## src/rtl/regfile_pkg.sv

```systemverilog
// regfile_pkg: shared register-file widths, zero-register address and types
package regfile_pkg;
  localparam int REG_AW = 5;
  localparam int REG_DW = 32;
  localparam logic [REG_AW-1:0] REG_ZERO = 5'd0;
  typedef logic [REG_AW-1:0] reg_addr_t;
  typedef logic [REG_DW-1:0] reg_data_t;
endpackage

```

## src/rtl/regfile_wr_arbiter_if.sv

```systemverilog
// regfile_wr_arbiter_if: requester handshake plus registered register-file write port
interface regfile_wr_arbiter_if import regfile_pkg::*; #(
  parameter int NREQ = 3,
  parameter int AW = REG_AW,
  parameter int DW = REG_DW
);
  localparam int IW = (NREQ > 1) ? $clog2(NREQ) : 1;
  logic [NREQ-1:0] req_valid;
  logic [NREQ-1:0] req_ready;
  logic [NREQ*AW-1:0] req_addr;
  logic [NREQ*DW-1:0] req_data;
  logic we3;
  logic [AW-1:0] wa3;
  logic [DW-1:0] wd3;
  logic [IW-1:0] gnt_id;
  modport master (output req_valid, req_addr, req_data, input req_ready, we3, wa3, wd3, gnt_id);
  modport slave (input req_valid, req_addr, req_data, output req_ready, we3, wa3, wd3, gnt_id);
endinterface

```

## src/rtl/regfile_wr_arbiter_rr_picker.sv

```systemverilog
// rr_picker: rotate-priority encoder, first set request at or after ptr wins
module rr_picker #(
  parameter int N = 3,
  parameter int IW = (N > 1) ? $clog2(N) : 1
) (
  input  logic [N-1:0]  req_i,
  input  logic [IW-1:0] ptr_i,
  output logic [N-1:0]  gnt_o,
  output logic [IW-1:0] idx_o,
  output logic          any_o
);
  always_comb begin
    int j;
    j = 0;
    gnt_o = '0;
    idx_o = '0;
    any_o = 1'b0;
    for (int k = 0; k < N; k++) begin
      j = (int'(ptr_i) + k) % N;
      if (!any_o && req_i[j]) begin
        any_o = 1'b1;
        gnt_o[j] = 1'b1;
        idx_o = IW'(j);
      end
    end
  end
endmodule

```

## src/rtl/regfile_wr_arbiter.sv

```systemverilog
// regfile_wr_arbiter: round-robin sharing of the regfile write port with a registered output stage
// REGFILE_ARB_STATS_EN adds per-requester saturating grant counters on grant_cnt.
module regfile_wr_arbiter import regfile_pkg::*; #(
  parameter int NREQ = 3,
  parameter int AW = REG_AW,
  parameter int DW = REG_DW
) (
  input logic clk,
  input logic reset,
  input logic stall,
  regfile_wr_arbiter_if.slave bus
`ifdef REGFILE_ARB_STATS_EN
  , output logic [NREQ*16-1:0] grant_cnt
`endif
);
  localparam int IW = (NREQ > 1) ? $clog2(NREQ) : 1;
  logic [NREQ-1:0] gnt;
  logic [IW-1:0] idx, ptr_q, ptr_d, gnt_id_q, gnt_id_d;
  logic any, xfer, we3_q, we3_d;
  logic [AW-1:0] addr, wa3_q, wa3_d;
  logic [DW-1:0] wd3_q, wd3_d;
  rr_picker #(.N(NREQ), .IW(IW)) u_pick (
    .req_i(bus.req_valid),
    .ptr_i(ptr_q),
    .gnt_o(gnt),
    .idx_o(idx),
    .any_o(any)
  );
  always_comb begin
    xfer = any && !stall && !reset;
    addr = bus.req_addr[idx*AW +: AW];
    bus.req_ready = xfer ? gnt : '0;
    ptr_d = !xfer ? ptr_q : (idx == IW'(NREQ-1)) ? '0 : idx + 1'b1;
    // r0 is hardwired zero: accept the write but never strobe the regfile
    we3_d = xfer && (addr != AW'(REG_ZERO));
    wa3_d = xfer ? addr : wa3_q;
    wd3_d = xfer ? bus.req_data[idx*DW +: DW] : wd3_q;
    gnt_id_d = xfer ? idx : gnt_id_q;
  end
  always_ff @(posedge clk) begin
    if (reset) begin
      ptr_q <= '0;
      we3_q <= 1'b0;
      wa3_q <= '0;
      wd3_q <= '0;
      gnt_id_q <= '0;
    end else begin
      ptr_q <= ptr_d;
      we3_q <= we3_d;
      wa3_q <= wa3_d;
      wd3_q <= wd3_d;
      gnt_id_q <= gnt_id_d;
    end
  end
  assign bus.we3 = we3_q;
  assign bus.wa3 = wa3_q;
  assign bus.wd3 = wd3_q;
  assign bus.gnt_id = gnt_id_q;
`ifdef REGFILE_ARB_STATS_EN
  logic [15:0] cnt_q [NREQ];
  for (genvar i = 0; i < NREQ; i++) begin : g_cnt
    always_ff @(posedge clk) begin
      if (reset) cnt_q[i] <= '0;
      else if (xfer && idx == IW'(i) && cnt_q[i] != 16'hFFFF) cnt_q[i] <= cnt_q[i] + 16'd1;
    end
    assign grant_cnt[i*16 +: 16] = cnt_q[i];
  end
`endif
endmodule
```

## src/flat_wrapper.sv

```systemverilog
// flat-port wrapper written by rule: the top's interface ports become plain ports
module regfile_wr_arbiter_flat import regfile_pkg::*;
#(
  parameter int NREQ = 3,
  parameter int AW = REG_AW,
  parameter int DW = REG_DW
)
  (clk, reset, stall, bus_req_valid, bus_req_addr, bus_req_data, bus_req_ready, bus_we3, bus_wa3, bus_wd3, bus_gnt_id);
  regfile_wr_arbiter_if #(.NREQ(NREQ), .AW(AW), .DW(DW)) bus_i ();
  input logic clk;
  input logic reset;
  input logic stall;
  input wire logic [$bits(bus_i.req_valid)-1:0] bus_req_valid;
  input wire logic [$bits(bus_i.req_addr)-1:0] bus_req_addr;
  input wire logic [$bits(bus_i.req_data)-1:0] bus_req_data;
  output wire logic [$bits(bus_i.req_ready)-1:0] bus_req_ready;
  output wire logic [$bits(bus_i.we3)-1:0] bus_we3;
  output wire logic [$bits(bus_i.wa3)-1:0] bus_wa3;
  output wire logic [$bits(bus_i.wd3)-1:0] bus_wd3;
  output wire logic [$bits(bus_i.gnt_id)-1:0] bus_gnt_id;
  assign bus_i.req_valid = bus_req_valid;
  assign bus_i.req_addr = bus_req_addr;
  assign bus_i.req_data = bus_req_data;
  assign bus_req_ready = bus_i.req_ready;
  assign bus_we3 = bus_i.we3;
  assign bus_wa3 = bus_i.wa3;
  assign bus_wd3 = bus_i.wd3;
  assign bus_gnt_id = bus_i.gnt_id;
  regfile_wr_arbiter #(.NREQ(NREQ), .AW(AW), .DW(DW)) u_core (.clk(clk), .reset(reset), .stall(stall), .bus(bus_i));
endmodule
```

## config.mk

```make
export PLATFORM = sky130hd
export DESIGN_NAME = regfile_wr_arbiter_flat
export DESIGN_NICKNAME = d
export VERILOG_FILES = /design/src/rtl/regfile_pkg.sv /design/src/rtl/regfile_wr_arbiter_if.sv /design/src/rtl/regfile_wr_arbiter_rr_picker.sv /design/src/rtl/regfile_wr_arbiter.sv /design/src/flat_wrapper.sv
export SDC_FILE = /design/constraint.sdc
export NUM_CORES = 1
export LEC_CHECK = 0
export BUFFER_PORTS_ARGS = -buffer_cell sky130_fd_sc_hd__clkbuf_2
export CAP_MARGIN = 20
export CORE_ASPECT_RATIO = 0.9
export CORE_UTILIZATION = 35
export CTS_BUF_LIST = sky130_fd_sc_hd__clkbuf_4 sky130_fd_sc_hd__clkbuf_8
export DETAILED_ROUTE_END_ITERATION = 10
export PLACE_DENSITY = 0.66
export SLEW_MARGIN = 0
export SYNTH_ARGS = -nofsm -noshare
export SYNTH_HDL_FRONTEND = slang
export SYNTH_SLANG_ARGS = --single-unit
```

## constraint.sdc

```tcl
create_clock -name clk -period 3.6 [get_ports clk]
set_clock_uncertainty 0.2 [all_clocks]
set_input_delay 1.08 -clock clk [delete_from_list [all_inputs] [get_ports clk]]
set_output_delay 1.08 -clock clk [all_outputs]
set_load 0.02 [all_outputs]
```

=== Yosys cells after proc, flatten, opt, wreduce, memory -nomap -nowiden ===
Cells that the tools add are included.

* Input port bits: 117
* Bits in registers: 42
* Word-level logic and storage cells: 62

* Bitwise gates (word level): 2
* Divide/modulo/power cells: 3
* Equal/unequal tests: 1
* Add/sub/neg operators: 3
* Shift operators: 2
* Muxes and demuxes: 26
* Multiply operators: 1
* Reduce and logical (&&, ||, !) cells: 13
* Order comparisons: 6

{| class="wikitable"
|+ Operator list
! operator !! number
|-
| $ge 32x1->1 const B || 3
|-
| $lt 32x4->1 const B || 3
|-
| $shiftx 96x8->32 || 1
|-
| $mod 32x3->32 const B || 2
|-
| $mod 3x3->32 const B || 1
|-
| $shiftx 15x6->5 || 1
|-
| $mux 1 || 12
|-
| $mux 3 || 4
|-
| $logic_and 1x1->1 || 8
|-
| $mux 2 || 4
|-
| $bmux 1 s2 || 3
|-
| $demux 1 s2 || 3
|-
| $or 3x3->3 || 2
|-
| $mul 2x3->5 const B || 1
|-
| $reduce_bool 5->1 || 1
|-
| $logic_not 1->1 || 4
|-
| $add 2x1->3 const B || 1
|-
| $add 2x2->3 const B || 1
|-
| $add 2x1->2 const B || 1
|-
| $eq 2x2->1 const B || 1
|}

=== Depth between registers and ports, before layout ===
* Depth after elaboration: 15
* Gate-level depth with buffers: 11

=== Cells and area by module ===
A second synthesis with hierarchy kept.

* Cell total of the unflattened synthesis: 324
* Area, all modules: 2696.3 um^2

{| class="wikitable"
|+ Modules (own cells, without submodules)
! module !! instances !! sequential area each (um^2) !! area an instance (um^2) !! cells an instance
|-
| regfile_wr_arbiter || 1 || 840.8 || 2314.7 || 272
|-
| rr_picker || 1 || 0.0 || 381.6 || 52
|}

=== Worst setup path after synthesis ===
OpenSTA, ideal clock, no wires.

* Path type: input port to output port
* Start point: input bus_req_valid[1]
* End point: output bus_req_ready[0]
* Cell stages on the path: 5
* Path buffers: 0
* Arrival: 2.510 ns
* Path slack: -0.190 ns
* Cell sequence: nand3b_1 > o21a_1 > a31oi_1 > nand2b_1 > a211oi_1

* Word-level cells in the longest chain between the ends: 13

{| class="wikitable"
|+ RTL lines
! item !! line !! text
|-
| start: declaration || flat_wrapper.sv:13 || <nowiki>input wire logic [$bits(bus_i.req_valid)-1:0] bus_req_valid;</nowiki>
|-
| $bmux 1 s2 || regfile_wr_arbiter_rr_picker.sv:20 || <nowiki>if (!any_o && req_i[j]) begin</nowiki>
|-
| $mux 1 (not written as such) (2 in a row) || regfile_wr_arbiter_rr_picker.sv:20 ||
|-
| $mux 1 || regfile_wr_arbiter_rr_picker.sv:20 ||
|-
| $logic_not 1->1 || regfile_wr_arbiter_rr_picker.sv:20 ||
|-
| $logic_and 1x1->1 || regfile_wr_arbiter_rr_picker.sv:20 ||
|-
| $mux 1 || regfile_wr_arbiter_rr_picker.sv:20 ||
|-
| $logic_not 1->1 || regfile_wr_arbiter_rr_picker.sv:20 ||
|-
| $logic_and 1x1->1 || regfile_wr_arbiter_rr_picker.sv:20 ||
|-
| $mux 1 || regfile_wr_arbiter_rr_picker.sv:20 ||
|-
| $logic_and 1x1->1 (2 in a row) || regfile_wr_arbiter.sv:30 || <nowiki>xfer = any && !stall && !reset;</nowiki>
|-
| $mux 3 * || regfile_wr_arbiter.sv:32 || <nowiki>bus.req_ready = xfer ? gnt : '0;</nowiki>
|-
| end: declaration || flat_wrapper.sv:16 || <nowiki>output wire logic [$bits(bus_i.req_ready)-1:0] bus_req_ready;</nowiki>
|}

Every way passes the cells marked *; elsewhere a longest branch is shown, timed or not. The select of a mux whose other input is x is not followed.

=== Final worst setup path ===
* Start point: input bus_req_valid[1]
* End point: output bus_req_ready[2]

The elaborated chain is that of the path after synthesis.

==> summary.md <==
| Metric | Value |
|---|---|
| Slew Limit Fails | `0` |
| Number of library cell types mapped by synthesis | `43` |
| Grt ovf | `0` |
| Mapped Nets | `498` |
| Syn-to-layout area delta | `36.7%` |
| Maxcap violations | `0` |
| Leak pwr | `0.00167 µW` |
| Die X | `96.7 µm` |
| I/O pins | `160` |
| Hold WC Path Type | `reg2reg` |
| Num CTS Buffers | `5` |
| Total GRT Usage | `0.230` |
| Reg2reg end | `u_core.bus.we3$_SDFF_PP0_` |
| Synth Flop Type | `dfxtp_1` |
| Worst skew pair latency | `0.29 ns` |
| Delay-heaviest family, CP | `compound AO/OA/AOI/OAI gates` |
| Relative slew slack | `0.690` |
| Psw | `1360 µW` |
| DR DRC count | `0` |
| H-tree depth | `2` |
| DR WL/cell | `16.1 µm` |
| Cell Chain, Critical Path | `clkbuf_2, mux2i_1, o21a_1, a31oi_2, nand2b_4, nor3_4, clkbuf_2` |
| Syn Area/Cell | `7.49 µm²` |
| Max Fanout on Critical Path | `5` |
| Critical Path Stages | `7` |
| CP endpoint kind | `primary output` |
| # rows | `30` |
| Vias/cell | `5.66` |
| CORE AREA | `7690 µm²` |
| 1st-iter DRT viols | `198` |
| Routability cong. | `0.903` |
| Reg2reg start | `u_core.ptr_q[1]$_SDFFE_PP0P_` |
| DR pass1 iterations | `4` |
| Comb power frac | `0.629` |
| IO buf count | `159` |
| Leading cell type by number of instances after synthesis | `nand2_1` |
| Setup-failing EPs final | `0` |
| Crit path capture | `bus_req_ready[2]` |
| Ant. Diodes | `0` |
| Antenna violations before repair | `0` |
| Buf/Inv on CP | `2` |
| Run status | `finished, final reports clean` |
| Post-route minimum period | `3.56 ns` |
| RSZ-0062 raised after global routing | `true` |
| Cell mode on critical path | `clkbuf_2` |
| Worst vdd ir | `317 µV` |
| First-pass GRT wire length | `15900 µm` |
| Worst-case clock buffer depth | `2` |
| Final HPWL DP | `7020 µm` |
| Sum Neg Setup Slack | `0 ns` |
| CP required | `2.32 ns` |
| Fill cells | `779` |
| Final Core Density | `0.502` |
| Die H | `87.2 µm` |
| YS warnings | `0` |
| Crit path max-delay cell type | `a31oi_2` |
| Critical path arrival | `2.28 ns` |
| Sw Ratio | `0.478` |
| Hold WS | `0.257 ns` |
| Routed WL | `9950 µm` |
| Top cells by area, synth | `dfxtp_1 (30%), a311o_1 (12%), a21oi_1 (7.3%), nor3_1 (6.6%), nand3_1 (6.2%)` |
| Sequential standard cell area | `841 µm²` |
| CP peak stage delay | `0.27 ns` |
| Async S/R FF share, synth | `0` |
| Area leader, netlist | `dfxtp_1` |
| Clock tree sinks | `42` |
| Sequential area share after synthesis | `0.298` |
| Post-synthesis sequential element count | `42` |
| Final antenna-violating net count | `0` |
| Int Pwr | `1490 µW` |
| Final Hold Vio Count | `0` |
| CTS tree | `built` |
| Share of the synthesized area in the top cell type | `0.298` |
| Hold-fix buffer count after cts | `0` |
| Mapped Area | `2830 µm²` |
| Largest net degree at the start of global routing | `46` |
| Seq pwr share | `0.235` |
| Flop-to-flop setup slack | `0.47 ns` |
| Root Buffer Master | `clkbuf_8` |
| Power per cell area | `737 nW/µm²` |
| Starting Density | `0.367` |
| Tcrit/Tclk final | `0.990` |
| Synth top cells by count | `nand2_1 (45), dfxtp_1 (42), a21oi_1 (41)` |
| Worst-path clk slew | `0.08 ns` |
| Final nets | `644` |
| Die area | `8440 µm²` |
| Fmax | `281 MHz` |
| Worst r2r path cells | `11` |
| Crit path kind | `in2out` |
| Share of total power in the clock network | `0.136` |
| Cell count after synthesis | `377` |
| Share of layout cells above drive strength 1 | `0.392` |
| Multi-input logic area | `1800 µm²` |
| CP Launch Type | `input port` |
| Routed via count | `3506` |
| Launch point of the worst path | `bus_req_valid[1]` |
| Number of enable flip-flop cells after synthesis | `0` |
| Vias in the first global route | `3347` |
| Actual slew at the worst max-slew pin | `0.464 ns` |
## state kept, by name, summed over array words and instances (netlist names)
| name | cells |
|---|---|
| u_core.ptr_q | 2 |
| u_core.bus.wd3 | 32 |
| u_core.bus.we3 | 1 |
| u_core.bus.gnt_id | 2 |
| u_core.bus.wa3 | 5 |
## power by group through the flow
stage               Clock (µW)  Sequential, µW  Combinational, µW
floorplan                    0             829               1130
global placement             0             674               1720
detailed placement           0             679               1750
CTS                        392             670               1760
global route               412             686               1960
finish                     386             670               1790
## cells in the final DEF, fill, tap and decap left out, types with 3 or more instances in the layout
cell type,instances
nor2_1,5
buf_4,24
dfxtp_1,42
a311o_1,34
a21boi_1,3
o221ai_1,3
nand2_1,45
o22ai_1,6
nand3_1,35
nor2b_1,3
o21ai_0,35
clkbuf_8,6
inv_1,4
nand3b_1,3
a21oi_1,40
clkbuf_2,157
nor3_1,35
o21a_1,4
## how the worst min path moves through the flow
stage                     slack [ns]                            start  cells past startpoint                         endpoint
final                           0.26  u_core.bus.wd3[22]$_SDFFE_PP0P_                      2  u_core.bus.wd3[22]$_SDFFE_PP0P_
after global routing            0.27   u_core.bus.wa3[4]$_SDFFE_PP0P_                      2   u_core.bus.wa3[4]$_SDFFE_PP0P_
after CTS                       0.26  u_core.bus.wd3[11]$_SDFFE_PP0P_                      2  u_core.bus.wd3[11]$_SDFFE_PP0P_
after detailed placement        0.25   u_core.bus.wa3[3]$_SDFFE_PP0P_                      2   u_core.bus.wa3[3]$_SDFFE_PP0P_
after global placement          0.24  u_core.bus.wd3[28]$_SDFFE_PP0P_                      2  u_core.bus.wd3[28]$_SDFFE_PP0P_
after floorplan                 0.26     u_core.ptr_q[1]$_SDFFE_PP0P_                      2     u_core.ptr_q[1]$_SDFFE_PP0P_
## per-layer routing
layer	vias up	part of all wire	track usage
met4	0	0.015	0.0692
li1	1703	-	-
met1	1654	0.44	0.294
met5	-	0	0
met3	13	0.073	0.0514
met2	136	0.47	0.390
## stage by stage
stage / instances / cell area (µm²) / setup WS (ns) / total power [µW]
after floorplan: 377 / 2850 / 0.0157 / 1960
after global placement: 610 / 3700 / 0.0191 / 2390
after detailed placement: 610 / 3700 / -0.0329 / 2420
after CTS: 619 / 3830 / 0.0226 / 2820
after global routing: 619 / 3860 / -0.0324 / 3050
final: 619 / 3860 / 0.0356 / 2850
## cell families after synthesis
| group | synth area share |
|---|---|
| AO/OA/AOI/OAI | 0.346 |
| adder cells (fa/ha/maj) | 0.0177 |
| buffers and inverters | 0.0886 |
| flip-flops | 0.298 |
| multiplexers | 0.0217 |
| AND/OR/NAND/NOR | 0.228 |
## cell type report
cell class | count | share of cell area
clock buffers | 6 | 0.0214
multi-input cells | 288 | 0.466
clock inverters | 1 | 0.00777
repair buffers | 182 | 0.252
inverters | 4 | 0.00389
flip-flops and latches | 42 | 0.218
well taps | 96 | 0.0311
## worst reg2reg max path: stages (launching register included)
cell      delay (ns)
dfxtp_1         0.36
inv_1           0.10
ha_2            0.30
mux2i_2         0.26
buf_4           0.16
o211ai_1        0.14
a21boi_4        0.23
buf_4           0.44
or2_1           0.19
buf_4           0.28
a31oi_1         0.16
a41oi_1         0.22
## repair_timing
action                     4_1_cts  5_1_grt
gates resized for setup          2        7
hold endpoints to repair         0        0
setup endpoints to repair        3        3
buffers inserted                 2        0
pin swaps                        1        0
(Power assumes the default switching activity.)
